--- config.mk ---
export PLATFORM = sky130hd
export DESIGN_NAME = nn1_argmax_classifier
export DESIGN_NICKNAME = d
export VERILOG_FILES = /design/src/rtl/nn1_argmax_classifier.sv
export SDC_FILE = /design/constraint.sdc
export NUM_CORES = 1
export LEC_CHECK = 0
export CAP_MARGIN = 20
export CORE_ASPECT_RATIO = 0.7
export CORE_UTILIZATION = 49
export CTS_BUF_LIST = sky130_fd_sc_hd__clkbuf_4 sky130_fd_sc_hd__clkbuf_8
export CTS_CLUSTER_DIAMETER = 40
export DETAILED_ROUTE_END_ITERATION = 10
export GPL_TIMING_DRIVEN = 0
export PLACE_DENSITY = 0.85
export SYNTH_ARGS = -nofsm -noshare
export SYNTH_HDL_FRONTEND = slang
export SYNTH_SLANG_ARGS = --single-unit
--- constraint.sdc ---
create_clock -name clk3 -period 3.2 [get_ports clk3]
set_clock_uncertainty 0.05 [all_clocks]
set_input_delay 0.64 -clock clk3 [delete_from_list [all_inputs] [get_ports clk3]]
set_output_delay 0.64 -clock clk3 [all_outputs]
set_load 0.01 [all_outputs]
--- src/rtl/nn1_argmax_classifier.sv ---
// nn1_argmax_classifier
// Output stage of the NN1 fully-connected network. Captures all class scores
// in one handshake, scans them one class per clock to find the arg-max
// (ties keep the lower index), then presents the result on a valid/ready
// interface. A wrap-around counter tracks delivered results.
module nn1_argmax_classifier #(
  parameter int NUM_CLASSES = 10,
  parameter int output_bit  = 8,
  parameter int IDX_W       = 4,
  parameter int CNT_W       = 16
) (
  input  logic                              clk3,
  input  logic                              reset1,
  input  logic [NUM_CLASSES*output_bit-1:0] in_scores,
  input  logic                              in_valid,
  output logic                              in_ready,
  output logic [IDX_W-1:0]                  out_class,
  output logic [output_bit-1:0]             out_score,
  output logic                              out_all_zero,
  output logic                              out_valid,
  input  logic                              out_ready,
  output logic [CNT_W-1:0]                  result_count
);

  localparam logic [1:0] IDLE = 2'd0;
  localparam logic [1:0] SCAN = 2'd1;
  localparam logic [1:0] DONE = 2'd2;

  localparam logic [IDX_W-1:0] IDX_LAST = IDX_W'(NUM_CLASSES - 1);

  logic [1:0]                        state;
  logic [NUM_CLASSES*output_bit-1:0] score_buf;
  logic [IDX_W-1:0]                  scan_idx;
  logic [output_bit-1:0]             best_val;
  logic [IDX_W-1:0]                  best_idx;
  logic                              nz;

  logic [output_bit-1:0]             cur_score;
  logic [output_bit-1:0]             next_best_val;
  logic [IDX_W-1:0]                  next_best_idx;
  logic                              next_nz;

  // Strictly-greater test; equal scores never displace the earlier class.
  function automatic logic beats(input logic [output_bit-1:0] cand,
                                 input logic [output_bit-1:0] best);
    return cand > best;
  endfunction

  assign in_ready = (state == IDLE);

  // Select the buffered score addressed by the scan index and fold it into the running best.
  always_comb begin
    cur_score = '0;
    for (int c = 0; c < NUM_CLASSES; c++) begin
      if (scan_idx == IDX_W'(c)) begin
        cur_score = score_buf[c*output_bit +: output_bit];
      end
    end
    next_best_val = best_val;
    next_best_idx = best_idx;
    if (beats(cur_score, best_val)) begin
      next_best_val = cur_score;
      next_best_idx = scan_idx;
    end
    next_nz = nz | (cur_score != '0);
  end

  // Control FSM plus capture buffer, scan registers, result registers and counter.
  always_ff @(posedge clk3) begin
    if (!reset1) begin
      state        <= IDLE;
      score_buf    <= '0;
      scan_idx     <= '0;
      best_val     <= '0;
      best_idx     <= '0;
      nz           <= 1'b0;
      out_class    <= '0;
      out_score    <= '0;
      out_all_zero <= 1'b0;
      out_valid    <= 1'b0;
      result_count <= '0;
    end else begin
      case (state)
        IDLE: begin
          if (in_valid) begin
            score_buf <= in_scores;
            best_val  <= in_scores[output_bit-1:0];
            best_idx  <= '0;
            nz        <= (in_scores[output_bit-1:0] != '0);
            scan_idx  <= IDX_W'(1);
            if (NUM_CLASSES == 1) begin
              // A single class is trivially the winner; skip the scan.
              state        <= DONE;
              out_valid    <= 1'b1;
              out_class    <= '0;
              out_score    <= in_scores[output_bit-1:0];
              out_all_zero <= (in_scores[output_bit-1:0] == '0);
            end else begin
              state <= SCAN;
            end
          end
        end
        SCAN: begin
          best_val <= next_best_val;
          best_idx <= next_best_idx;
          nz       <= next_nz;
          scan_idx <= scan_idx + IDX_W'(1);
          if (scan_idx == IDX_LAST) begin
            state        <= DONE;
            out_valid    <= 1'b1;
            out_class    <= next_best_idx;
            out_score    <= next_best_val;
            out_all_zero <= ~next_nz;
          end
        end
        DONE: begin
          if (out_ready) begin
            state        <= IDLE;
            out_valid    <= 1'b0;
            result_count <= result_count + CNT_W'(1);
          end
        end
        default: begin
          state     <= IDLE;
          out_valid <= 1'b0;
        end
      endcase
    end
  end

endmodule
**Word-level counts from Yosys, hierarchy flattened**

Index checks and enable logic that the tools add are counted.

- Word-level logic and storage cells: 69
- Register bits: 129
- Bits of input ports: 84
- Output and inout port bits: 31

- Multiplexer cells: 27
- Add/subtract/negate cells: 2
- Reduce and logical (&&, ||, !) cells: 11
- Bitwise operators: 3
- Order comparisons: 1
- Equal/unequal tests: 14

Operators by type and width:

| kind | number |
|---|---|
| 2-to-1 mux 8 bit | 12 |
| adder 16 x 1 -> 16 bit (second input constant) | 1 |
| == test 4 x 3 -> 1 bit (second input constant) | 4 |
| one-hot mux 4 bit (2 select lines) | 2 |
| one-hot mux 8 bit (2 select lines) | 1 |
| nonzero test 8 bit | 2 |
| 2-to-1 mux 4 bit | 3 |
| == test 4 x 2 -> 1 bit (second input constant) | 2 |
| == test 4 bit (second input constant) | 2 |
| greater-than comparator 8 bit | 1 |
| AND reduction 2 bit | 4 |
| 2-to-1 mux 2 bit | 3 |
| inequality test 2 bit (second input constant) | 3 |
| one-hot mux 2 bit (3 select lines) | 1 |
| AND reduction 3 bit | 2 |
| adder 4 x 1 -> 4 bit (second input constant) | 1 |
| == test 4 x 1 -> 1 bit (second input constant) | 1 |
| logical NOT 4 bit | 1 |
| 2-to-1 mux 1 bit | 3 |
| one-hot mux 1 bit (3 select lines) | 1 |
| == test 2 x 1 -> 1 bit (second input constant) | 1 |
| == test 2 bit (second input constant) | 1 |
| logical NOT 2 bit | 1 |
| inverter 1 bit | 2 |
| other kinds (3) | 3 |

**Longest topological paths before layout**

Gate-level depths: netlist (run 1).

- Depth after elaboration: 14
- Mapped depth: 19
- Depth with buffers taken out: 15

**Worst setup path before layout (run 1)**

Ideal clock, no wire load.

- Path kind: register to register
- Start: register scan_idx[0]
- End: register out_class[0]
- Path buffers: 2
- Data required time: 3064 ps
- Setup slack: -297 ps
- Data arrival time: 3361 ps
- Period minus slack after synthesis: 3497 ps
- Cell stages (with the launch flop): 17
- Setup time: 86 ps
- Cells stage by stage: dfxtp_1 > ha_1 > clkbuf_1 > inv_2 > nor3_1 > a221o_1 > o21ai_0 > a31oi_1 > ha_1 > nand3_1 > nor2_1 > a32oi_1 > nand2_1 > clkbuf_1 > nor2_1 > a21oi_1 > a211oi_1

- Word-level cells in the longest chain between the ends: 13
- Elaborated cells between the ends (all ways): 23
- Those cells by class: order compare (1); eq/ne (9); mux (11); reduce/logical (2)

RTL lines:

| what | RTL line | RTL |
|---|---|---|
| start: declaration | 33 | `logic [IDX_W-1:0] scan_idx;` |
| start signal: assignment | 107 | `scan_idx <= scan_idx + IDX_W'(1);` |
| logical NOT 4 bit | 55 | `if (scan_idx == IDX_W'(c)) begin` |
| 2-to-1 mux 8 bit (10 in a row) | 55 |  |
| greater-than comparator 8 bit | 46 | `return cand > best;` |
| 2-to-1 mux 4 bit | 61 | `if (beats(cur_score, best_val)) begin` |
| end signal: assignment | 111 | `out_class <= next_best_idx;` |
| end: declaration | 17 | `output logic [IDX_W-1:0] out_class,` |

Parallel ways exist; a longest one is shown, timed or not.
A chain may end at the register's enable or synchronous reset.

**Worst setup path in the final report (run 1)**

- Start: register scan_idx[0]
- End: register best_val[5]

- Word-level cells in the longest chain between the ends: 14
- Elaborated cells between the ends (all ways): 23
- Those cells by class: order compare (1); eq/ne (9); mux (12); reduce/logical (1)

RTL lines:

| what | RTL line | RTL |
|---|---|---|
| logical NOT 4 bit | 55 |  |
| 2-to-1 mux 8 bit (9 in a row) | 55 |  |
| 2-to-1 mux 8 bit * | 55 |  |
| greater-than comparator 8 bit | 46 |  |
| 2-to-1 mux 8 bit * | 61 |  |
| one-hot mux 8 bit (2 select lines) * | 83 | `case (state)` |
| end signal: assignment | 87 | `best_val <= in_scores[output_bit-1:0];` |
| end signal: assignment | 104 | `best_val <= next_best_val;` |
| end: declaration | 34 | `logic [output_bit-1:0] best_val;` |

Mark *: on every way between the ends. The rest lies on a longest branch, timed or not.

==> results of run 1 <==
==> area by class of cell <==
type / count / area share
multi-input cells: 572 / 0.415
clock buffers: 17 / 0.0275
flip-flops and latches: 129 / 0.304
well taps: 157 / 0.0231
inverters: 21 / 0.0101
plain buffers: 55 / 0.0362
clock inverters: 15 / 0.0243
repair buffers: 141 / 0.160
==> power by group through the flow <==
stage,combinational (mW),sequential [mW],clock [mW]
5_1_grt,1.17,1.75,1.64
4_1_cts,0.888,1.74,1.56
6_report,1.11,1.75,1.56
3_3_place_gp,0.662,1.77,0
3_5_place_dp,0.671,1.77,0
2_1_floorplan,0.432,1.75,0
==> final timing paths <==
kind | depth (start not counted) | endpoint | slack [ps]
max | 17 | best_val[5]$_SDFFE_PN0P_ | -250
min | 2 | score_buf[20]$_SDFFE_PN0P_ | 410
max reg2reg | 17 | best_val[5]$_SDFFE_PN0P_ | -250
min reg2reg | 2 | score_buf[20]$_SDFFE_PN0P_ | 410
==> cells in the mapped netlist (3+ instances only) <==
cell | n | area (sq um)
a211oi_1 | 10 | 75.1
a21oi_1 | 132 | 661
a221o_1 | 5 | 50.1
a221oi_1 | 5 | 43.8
a311oi_1 | 3 | 26.3
a31oi_1 | 9 | 56.3
and3_1 | 3 | 18.8
and3b_1 | 4 | 35.0
buf_1 | 4 | 15.0
buf_2 | 3 | 15.0
clkbuf_1 | 50 | 188
dfxtp_1 | 129 | 2580
ha_1 | 13 | 163
inv_1 | 19 | 71.3
mux2i_1 | 9 | 90.1
nand2_1 | 201 | 754
nand2b_1 | 9 | 56.3
nand3_1 | 19 | 95.1
nand3b_1 | 9 | 67.6
nand4_1 | 3 | 18.8
nor2_1 | 49 | 184
nor2b_1 | 10 | 62.6
nor3_1 | 5 | 25.0
o21a_1 | 3 | 22.5
o21ai_0 | 19 | 95.1
o22ai_1 | 4 | 25.0
or3_1 | 3 | 18.8
xor2_1 | 12 | 105
==> per-layer routing <==
layer | GRT usage | up-vias
met2 | 0.483 | 405
met1 | 0.422 | 2971
met4 | 0.119 | 0
met3 | 0.0987 | 60
met5 | 0 | -
li1 | - | 2982
==> cell families (layout without fill, tap and decap cells) <==
group,Yosys count,after routing,synth area share
AO/OA/AOI/OAI,209,209,0.207
AND/OR/NAND/NOR,326,327,0.240
flip-flops,129,129,0.436
buffers and inverters,80,249,0.0533
adder cells (fa/ha/maj),13,13,0.0275
multiplexers,9,9,0.0152
XOR/XNOR,14,14,0.0207
==> repair_timing <==
action,CTS,global route
gates resized for setup,78,58
setup endpoints to repair,26,24
cloned,3,1
pin swaps,34,29
setup buffers,20,5
==> sequential cells by signal, indices dropped and copies added, names as in the netlist <==
name,count
best_idx,4
best_val,8
nz,1
out_all_zero,1
out_class,4
out_score,8
out_valid,1
result_count,16
scan_idx,4
score_buf,80
state,2
==> worst max-delay path: stages (launching register included) <==
cell	delay [ps]
dfxtp_4	400
inv_4	60
ha_4	160
and3b_2	210
buf_6	130
a221o_1	430
a21oi_2	150
a21oi_2	90
ha_1	330
a21o_1	140
a21oi_2	60
buf_4	140
a32oi_4	280
buf_6	150
nand2_4	70
nand3b_1	220
a21oi_1	160
o21a_1	140
==> results.toml, run 1 <==
[outcome]
status = "complete, but fails checks"
violations = "setup timing"

[clocking]
clk_latency_ps = 450
cts_buffers = 17
hold_buffers = 0
clk_pin_slew_ps = 80
cts_tree = "yes"
clock_sinks = 129
htree_levels = 4
cts_root_buf = "clkbuf_8"
clock_path_buffers = 2

[critical_path]
cp.arrival_ps = 3800
startpoint = "scan_idx[0]$_SDFFE_PN0P_"
worst_setup_path_start_kind = "flop"
r2r_start = "scan_idx[0]$_SDFFE_PN0P_"
path_class = "flop to flop"
cp.required_ps = 3550
end_kind = "flop"
crit_fanout = 5

[floorplanning]
start_util = 0.505
core_sq_um = 11700
rows = 33
dieArea_sq_um = 12500
die_x_um = 133
io_pins = 115
die_h_um = 93.9

[run]
cap_violations = 0

[sta]
rsz0062_at_grt = "true"
fin_crit_sh = 1.08
max_freq_mhz = 290
drv_slew = 0
finalSetupViolations = 24
finalHoldViolations = 0
worst_slack_ps = -249
tightest_slew_ps = 862
hold_slack_ps = 412
fin_setup_tns_ps = -4510
period_minus_slack_ps = 3450
slew_headroom = 0.426

[power_and_ir_drop]
power.total_mw = 4.42
power.density_nw_per_um2 = 519
swShare = 0.308
internal-power_mw = 3.06
power_frac_seq = 0.395
peakVddDrop_v = 0.000285
pwr-share-comb = 0.251
leakage_nw = 3.08
switchingPower_mw = 1.36
p_clk_frac = 0.354

[layout]
design_area_sq_um = 8510
area_delta_synth_final_pct = 43.8
final_common_cell = "nand2_1"
num-nets-final = 1034
drive_above_1_share = 0.160
stdcell_count = 1107
final_util = 0.726
final_cell_mix = "199 x nand2_1, 127 x dfxtp_1, 121 x a21oi_1"
antenna_cells = 0
area.sequential_sq_um = 2590
nFillCells = 882
multi_input_area_sq_um = 3530

[synth]
synthCells = 780
avgSynthCellArea_sq_um = 7.59
synth_edf_count = 0
yosys_most_used_dff = "dfxtp_1"
ys_seq_elements = 129
synthesis.nets = 877
yosysUniqueCellTypes = 56
yosysWarningCount = 0
yosysSeqAreaShare = 0.436
synthArstFlopShare = 0
synth_area_sq_um = 5920

[drt]
first_pass_iters = 9
wl_per_cell_um = 18.3
drt-met1-wl_um = 8620
ant_nets = 0
drt_iter0_drc = 633
wl_met2_um = 8620
viasPerCell = 5.80
top_layer = "met4"
vias = 6418
wl_met3_um = 2450
drcViolationCount = 0
wl_um = 20200

[global_routing]
grt_max_degree = 17
globalRouteOverflowTotal = 0
antenna_found_initial = 0
grt_pass1_wl_um = 30400
grt.total_usage = 0.318
grt_pass1_vias = 5999

[placed_design]
dpl.hpwl_um = 13500
gp_congestion = 0.963
post-place-cells = 1050
post-place-ws_ps = -1000
numPortBuffers = 113
dpl-instance-area_sq_um = 7270

[hold_path]
hold_path_startpoint = "score_buf[20]$_SDFFE_PN0P_"
min_path_type = "flop to flop"
No activity file was read; power rests on OpenSTA's default activity.
==> run 2: changes to the inputs <==
--- a/config.mk
+++ b/config.mk
@@ -7,6 +7,7 @@
 export LEC_CHECK = 0
 export CAP_MARGIN = 20
 export CORE_ASPECT_RATIO = 0.7
+export CORE_MARGIN = 2
 export CORE_UTILIZATION = 49
 export CTS_BUF_LIST = sky130_fd_sc_hd__clkbuf_4 sky130_fd_sc_hd__clkbuf_8
 export CTS_CLUSTER_DIAMETER = 40
==> results.toml, run 2 (synthesis results as in run 1) <==
[outcome]
status = "complete, but fails checks"
violations = "setup timing"

[global_routing]
grt.total_usage = 0.316
globalRouteOverflowTotal = 0
antenna_found_initial = 0
grt_pass1_wl_um = 31200
grt_max_degree = 17
grt_pass1_vias = 6022

[layout]
num-nets-final = 1042
top_regs = "score_buf (80), result_count (16)"
antenna_cells = 0
largest_reg_flops = 80
drive_above_1_share = 0.162
nFillCells = 878
area_delta_synth_final_pct = 45.6
design_area_sq_um = 8610
regMostFlops = "score_buf"
final_cell_mix = "198 x nand2_1, 127 x dfxtp_1, 123 x a21oi_1"
final_common_cell = "nand2_1"

[drt]
wl_um = 20700
drt_iter0_drc = 651
ant_nets = 0
viasPerCell = 5.86
first_pass_iters = 5
vias = 6532
wl_per_cell_um = 18.6
drcViolationCount = 0

[critical_path]
path_delay_family = "compound AO/OA/AOI/OAI gates"
critPathSlowestCell = "dfxtp_4"
r2r_end = "best_val[7]$_SDFFE_PN0P_"
worst_setup_path_start_kind = "flop"
r2r_start = "scan_idx[1]$_SDFFE_PN0P_"
crit_chain = "inv_4, ha_4, buf_6, buf_4, clkbuf_8, nand2_1, a311oi_1, a21oi_1, o22ai_2, ha_4, a21o_1, a21oi_2, o211ai_1, buf_4, nand2_8, mux2i_4, nand2b_1, a31oi_1"
crit_fanout = 7
r2r_cells = 18
end_kind = "flop"
path_class = "flop to flop"
path_buf_inv = 5
reg2reg_slack_ps = -330
cp.required_ps = 3470
critPathMaxStageDelay_ps = 380
cp.arrival_ps = 3800

[floorplanning]
core_sq_um = 11700
die_x_um = 135
die_h_um = 95.9
io_pins = 115
dieArea_sq_um = 13000
start_util = 0.505
rows = 33

[hold_path]
hold_path_startpoint = "score_buf[18]$_SDFFE_PN0P_"
min_path_cells = 2
hold-path-endpoint = "score_buf[18]$_SDFFE_PN0P_"
min_path_type = "flop to flop"

[placed_design]
dpl.hpwl_um = 13500
dpl-instance-area_sq_um = 7270
numPortBuffers = 113
gp_congestion = 0.977

[clocking]
clk_latency_ps = 460
cts_root_buf = "clkbuf_8"
clk_pin_slew_ps = 80
clock_sinks = 129
hold_buffers = 0
cts_tree = "yes"
cts_buffers = 17
clock_path_buffers = 2
htree_levels = 4

[sta]
hold_slack_ps = 413
drv_slew = 0
tightest_slew_ps = 833
rsz0062_at_grt = "true"
fin_setup_tns_ps = -6590
period_minus_slack_ps = 3530
worst_slack_ps = -334
fin_crit_sh = 1.10
finalHoldViolations = 0
slew_headroom = 0.445
finalSetupViolations = 24
max_freq_mhz = 283

[power_and_ir_drop]
power.density_nw_per_um2 = 516
peakVddDrop_v = 0.000296
leakage_nw = 3.13

[run]
cap_violations = 0
## run 2: changes by cell type in the layout (fill, tap and decap cells not counted), moves of 2 or more
cell      change
buf_4         +9
clkinv_4      +2
a21oi_1       +2
a21oi_2       -5
a31oi_2       -2
nand3_1       +3
a21oi_4       +3
a211oi_1      +2
mux2i_2       -2
a211oi_2      -2
nand3_2       -3
## run 2: how the worst max path moves through the flow
| stage | from | end | cells after the start |
|---|---|---|---|
| 5_1_grt | scan_idx[1]$_SDFFE_PN0P_ | best_val[1]$_SDFFE_PN0P_ | 18 |
| 6_report | scan_idx[1]$_SDFFE_PN0P_ | best_val[7]$_SDFFE_PN0P_ | 18 |
| 4_1_cts | scan_idx[1]$_SDFFE_PN0P_ | out_class[2]$_SDFFE_PN0P_ | 16 |
| 3_5_place_dp | scan_idx[0]$_SDFFE_PN0P_ | best_val[3]$_SDFFE_PN0P_ | 15 |
| 2_1_floorplan | scan_idx[1]$_SDFFE_PN0P_ | out_class[2]$_SDFFE_PN0P_ | 16 |
| 3_3_place_gp | scan_idx[0]$_SDFFE_PN0P_ | best_val[3]$_SDFFE_PN0P_ | 15 |
## run 2: tightest hold or removal path: stages (launching register included)
cell and delay (ps):
dfxtp_1 320, nand2_1 50, a21oi_1 50
## run 2: routing by layer
layer  global-route usage  wire (um)  vias up
li1                     -          -     2996
met1                0.426       8740     3046
met2                0.480       8840      416
met3               0.0927       2380       74
met4                0.123        745        0
met5                    0          0        -
## run 2: layout make-up
cell class,instances,area (sq um),area share
multi-input cells,572,3570,0.415
flip-flops and latches,129,2590,0.301
repair buffers,149,1430,0.166
plain buffers,55,312,0.0362
clock buffers,18,248,0.0288
well taps,157,196,0.0228
clock inverters,14,180,0.0209
inverters,21,83.8,0.00973
## run 2: what timing repair did
item / CTS / global route
hold endpoints to repair: 0 / 0
setup buffers: 19 / 14
gates resized for setup: 90 / 49
pin swaps: 34 / 23
cloned: 3 / 1
endpoints found under the setup margin: 26 / 24
## run 2: report_power, final
group          internal (mW)  total, mW  switching (mW)
clock                  0.802       1.51           0.713
combinational          0.570       1.19           0.615
sequential              1.68       1.75          0.0661
total                   3.05       4.45            1.39
## run 2: per-stage QoR
| stage | instances | util | setup slack [ps] | power [mW] |
|---|---|---|---|---|
| 6_report | 1115 | 0.735 | -334 | 4.45 |
| 5_1_grt | 1115 | 0.735 | -384 | 4.59 |
| 4_1_cts | 1101 | 0.704 | -106 | 4.15 |
| 3_5_place_dp | 1050 | 0.620 | -1050 | 2.45 |
| 3_3_place_gp | 1050 | 0.620 | -1010 | 2.43 |
| 2_1_floorplan | 780 | - | 0.980 | 2.18 |
==> run 3: changes to the inputs <==
--- a/config.mk
+++ b/config.mk
@@ -8,12 +8,12 @@
 export CAP_MARGIN = 20
 export CORE_ASPECT_RATIO = 0.7
 export CORE_MARGIN = 2
-export CORE_UTILIZATION = 49
-export CTS_BUF_LIST = sky130_fd_sc_hd__clkbuf_4 sky130_fd_sc_hd__clkbuf_8
+export CORE_UTILIZATION = 57
 export CTS_CLUSTER_DIAMETER = 40
 export DETAILED_ROUTE_END_ITERATION = 10
+export DONT_BUFFER_PORTS = 1
 export GPL_TIMING_DRIVEN = 0
-export PLACE_DENSITY = 0.85
+export PLACE_DENSITY = 0.81
 export SYNTH_ARGS = -nofsm -noshare
 export SYNTH_HDL_FRONTEND = slang
 export SYNTH_SLANG_ARGS = --single-unit
==> constraint.sdc (replaced) <==
create_clock -name clk3 -period 3.2 [get_ports clk3]
set_clock_uncertainty 0.05 [all_clocks]
set_input_delay 0.32 -clock clk3 [delete_from_list [all_inputs] [get_ports clk3]]
set_output_delay 0.32 -clock clk3 [all_outputs]
set_load 0.01 [all_outputs]
==> results.toml, run 3 (synthesis results as in run 1) <==
[layout]
design_area_sq_um = 8210
largest_reg_flops = 80
top_regs = "score_buf (80), result_count (16)"
antenna_cells = 0
final_cell_mix = "200 x nand2_1, 127 x dfxtp_1, 118 x a21oi_1"
final_common_cell = "nand2_1"
num-nets-final = 987
regMostFlops = "score_buf"
area_delta_synth_final_pct = 38.8
drive_above_1_share = 0.186

[sta]
finalSetupViolations = 24
tightest_slew_ps = 825
rsz0062_at_grt = "true"
slew_headroom = 0.450
worst_slack_ps = -345
drv_slew = 0
period_minus_slack_ps = 3550
fin_crit_sh = 1.11
finalHoldViolations = 2
hold_slack_ps = -10.4
max_freq_mhz = 282

[floorplanning]
rows = 31
io_pins = 115
die_x_um = 126
die_h_um = 89.2
start_util = 0.578
dieArea_sq_um = 11200
core_sq_um = 10200

[drt]
wl_per_cell_um = 20.3
drcViolationCount = 0
vias = 6418
first_pass_iters = 5
ant_nets = 0
drt_iter0_drc = 660
wl_um = 21000
viasPerCell = 6.20

[global_routing]
grt_pass1_wl_um = 31200
grt.total_usage = 0.361
antenna_found_initial = 0
globalRouteOverflowTotal = 0
grt_pass1_vias = 6094
grt_max_degree = 17

[critical_path]
cp.required_ps = 3490
end_kind = "flop"
worst_setup_path_start_kind = "flop"
crit_fanout = 5
cp.arrival_ps = 3840
path_class = "flop to flop"

[placed_design]
gp_congestion = 0.946
dpl-instance-area_sq_um = 6100
numPortBuffers = 0
post-place-ws_ps = -1000
dpl.hpwl_um = 13600

[power_and_ir_drop]
power.density_nw_per_um2 = 592
leakage_nw = 3.01
peakVddDrop_v = 0.000426

[clocking]
clk_pin_slew_ps = 60
cts_root_buf = "clkbuf_16"
clock_sinks = 129
htree_levels = 4
cts_buffers = 17
clk_latency_ps = 430
cts_tree = "yes"
clock_path_buffers = 2

[outcome]
status = "complete, but fails checks"
violations = "hold timing, setup timing"

[hold_path]
min_path_type = "input pin to flop"

[run]
cap_violations = 0
==> run 3: cell count changes in the layout (fill, tap and decap cells not counted), moves of 3 or more <==
cell / change
nand3_2: +4
clkdlybuf4s50_1: -113
nand3_1: -5
a21oi_1: -5
clkbuf_8: -16
dlygate4sd3_1: +56
mux2i_2: +4
clkbuf_16: +17
inv_6: +4
a21oi_2: +6
clkinv_4: -3
==> run 3: cell type report <==
cell class	count	area [sq um]
multi-input cells	572	3580
flip-flops and latches	129	2590
fillers	674	2030
repair buffers	94	871
clock buffers	18	439
plain buffers	55	322
well taps	132	165
clock inverters	14	154
inverters	21	91.3
==> run 3: worst max-delay path, cell delays in order, from the launching register on <==
cell and delay, ps:
dfxtp_4 360, buf_4 150, ha_4 180, clkbuf_8 160, nor2b_1 140, a221oi_2 360, o22ai_2 120, a21oi_2 170
ha_1 290, buf_4 160, nand3_4 100, nor2_4 50, a32oi_4 350, nand2_8 120, buf_6 150, mux2i_4 170
nand2b_1 160, a31oi_1 210
==> run 3: what timing repair did <==
action / CTS / global route
resized for setup: 118 / 35
cloned: 4 / 0
pin swaps: 44 / 20
setup buffers: 29 / 6
endpoints found under the setup margin: 26 / 24
hold endpoints to repair: 56 / 0
hold buffers: 56 / 0
==> run 3: final timing paths <==
kind,start,endpoint,slack (ps),cells past startpoint
worst min-delay path,in_scores[50],score_buf[50]$_SDFFE_PN0P_,-10,2
worst min register to register,score_buf[23]$_SDFFE_PN0P_,score_buf[23]$_SDFFE_PN0P_,410,2
worst max-delay path,scan_idx[1]$_SDFFE_PN0P_,best_val[1]$_SDFFE_PN0P_,-350,17
worst max register to register,scan_idx[1]$_SDFFE_PN0P_,best_val[1]$_SDFFE_PN0P_,-350,17
==> run 3: power breakdown <==
| part | switching [mW] | internal, mW |
|---|---|---|
| Clock | 0.784 | 1.18 |
| Combinational | 0.629 | 0.527 |
| Sequential | 0.0649 | 1.68 |
| Total | 1.48 | 3.39 |
==> run 3: through the flow <==
| step | total power, mW | setup TNS (ps) | util | instances |
|---|---|---|---|---|
| 2_1_floorplan | 2.18 | 0 | - | 780 |
| 3_3_place_gp | 2.33 | -20060 | 0.596 | 912 |
| 3_5_place_dp | 2.35 | -21820 | 0.596 | 912 |
| 4_1_cts | 4.63 | -1760 | 0.780 | 1030 |
| 5_1_grt | 4.99 | -7930 | 0.802 | 1035 |
| 6_report | 4.86 | -6020 | 0.802 | 1035 |
==> run 3: routing by layer <==
layer | vias to the layer above | routed length (um) | GRT usage | share of wire
li1 | 2899 | - | - | -
met1 | 3069 | 8660 | 0.466 | 0.41
met2 | 387 | 9600 | 0.594 | 0.46
met3 | 63 | 2180 | 0.101 | 0.10
met4 | 0 | 583 | 0.127 | 0.028
met5 | - | 0 | 0 | 0
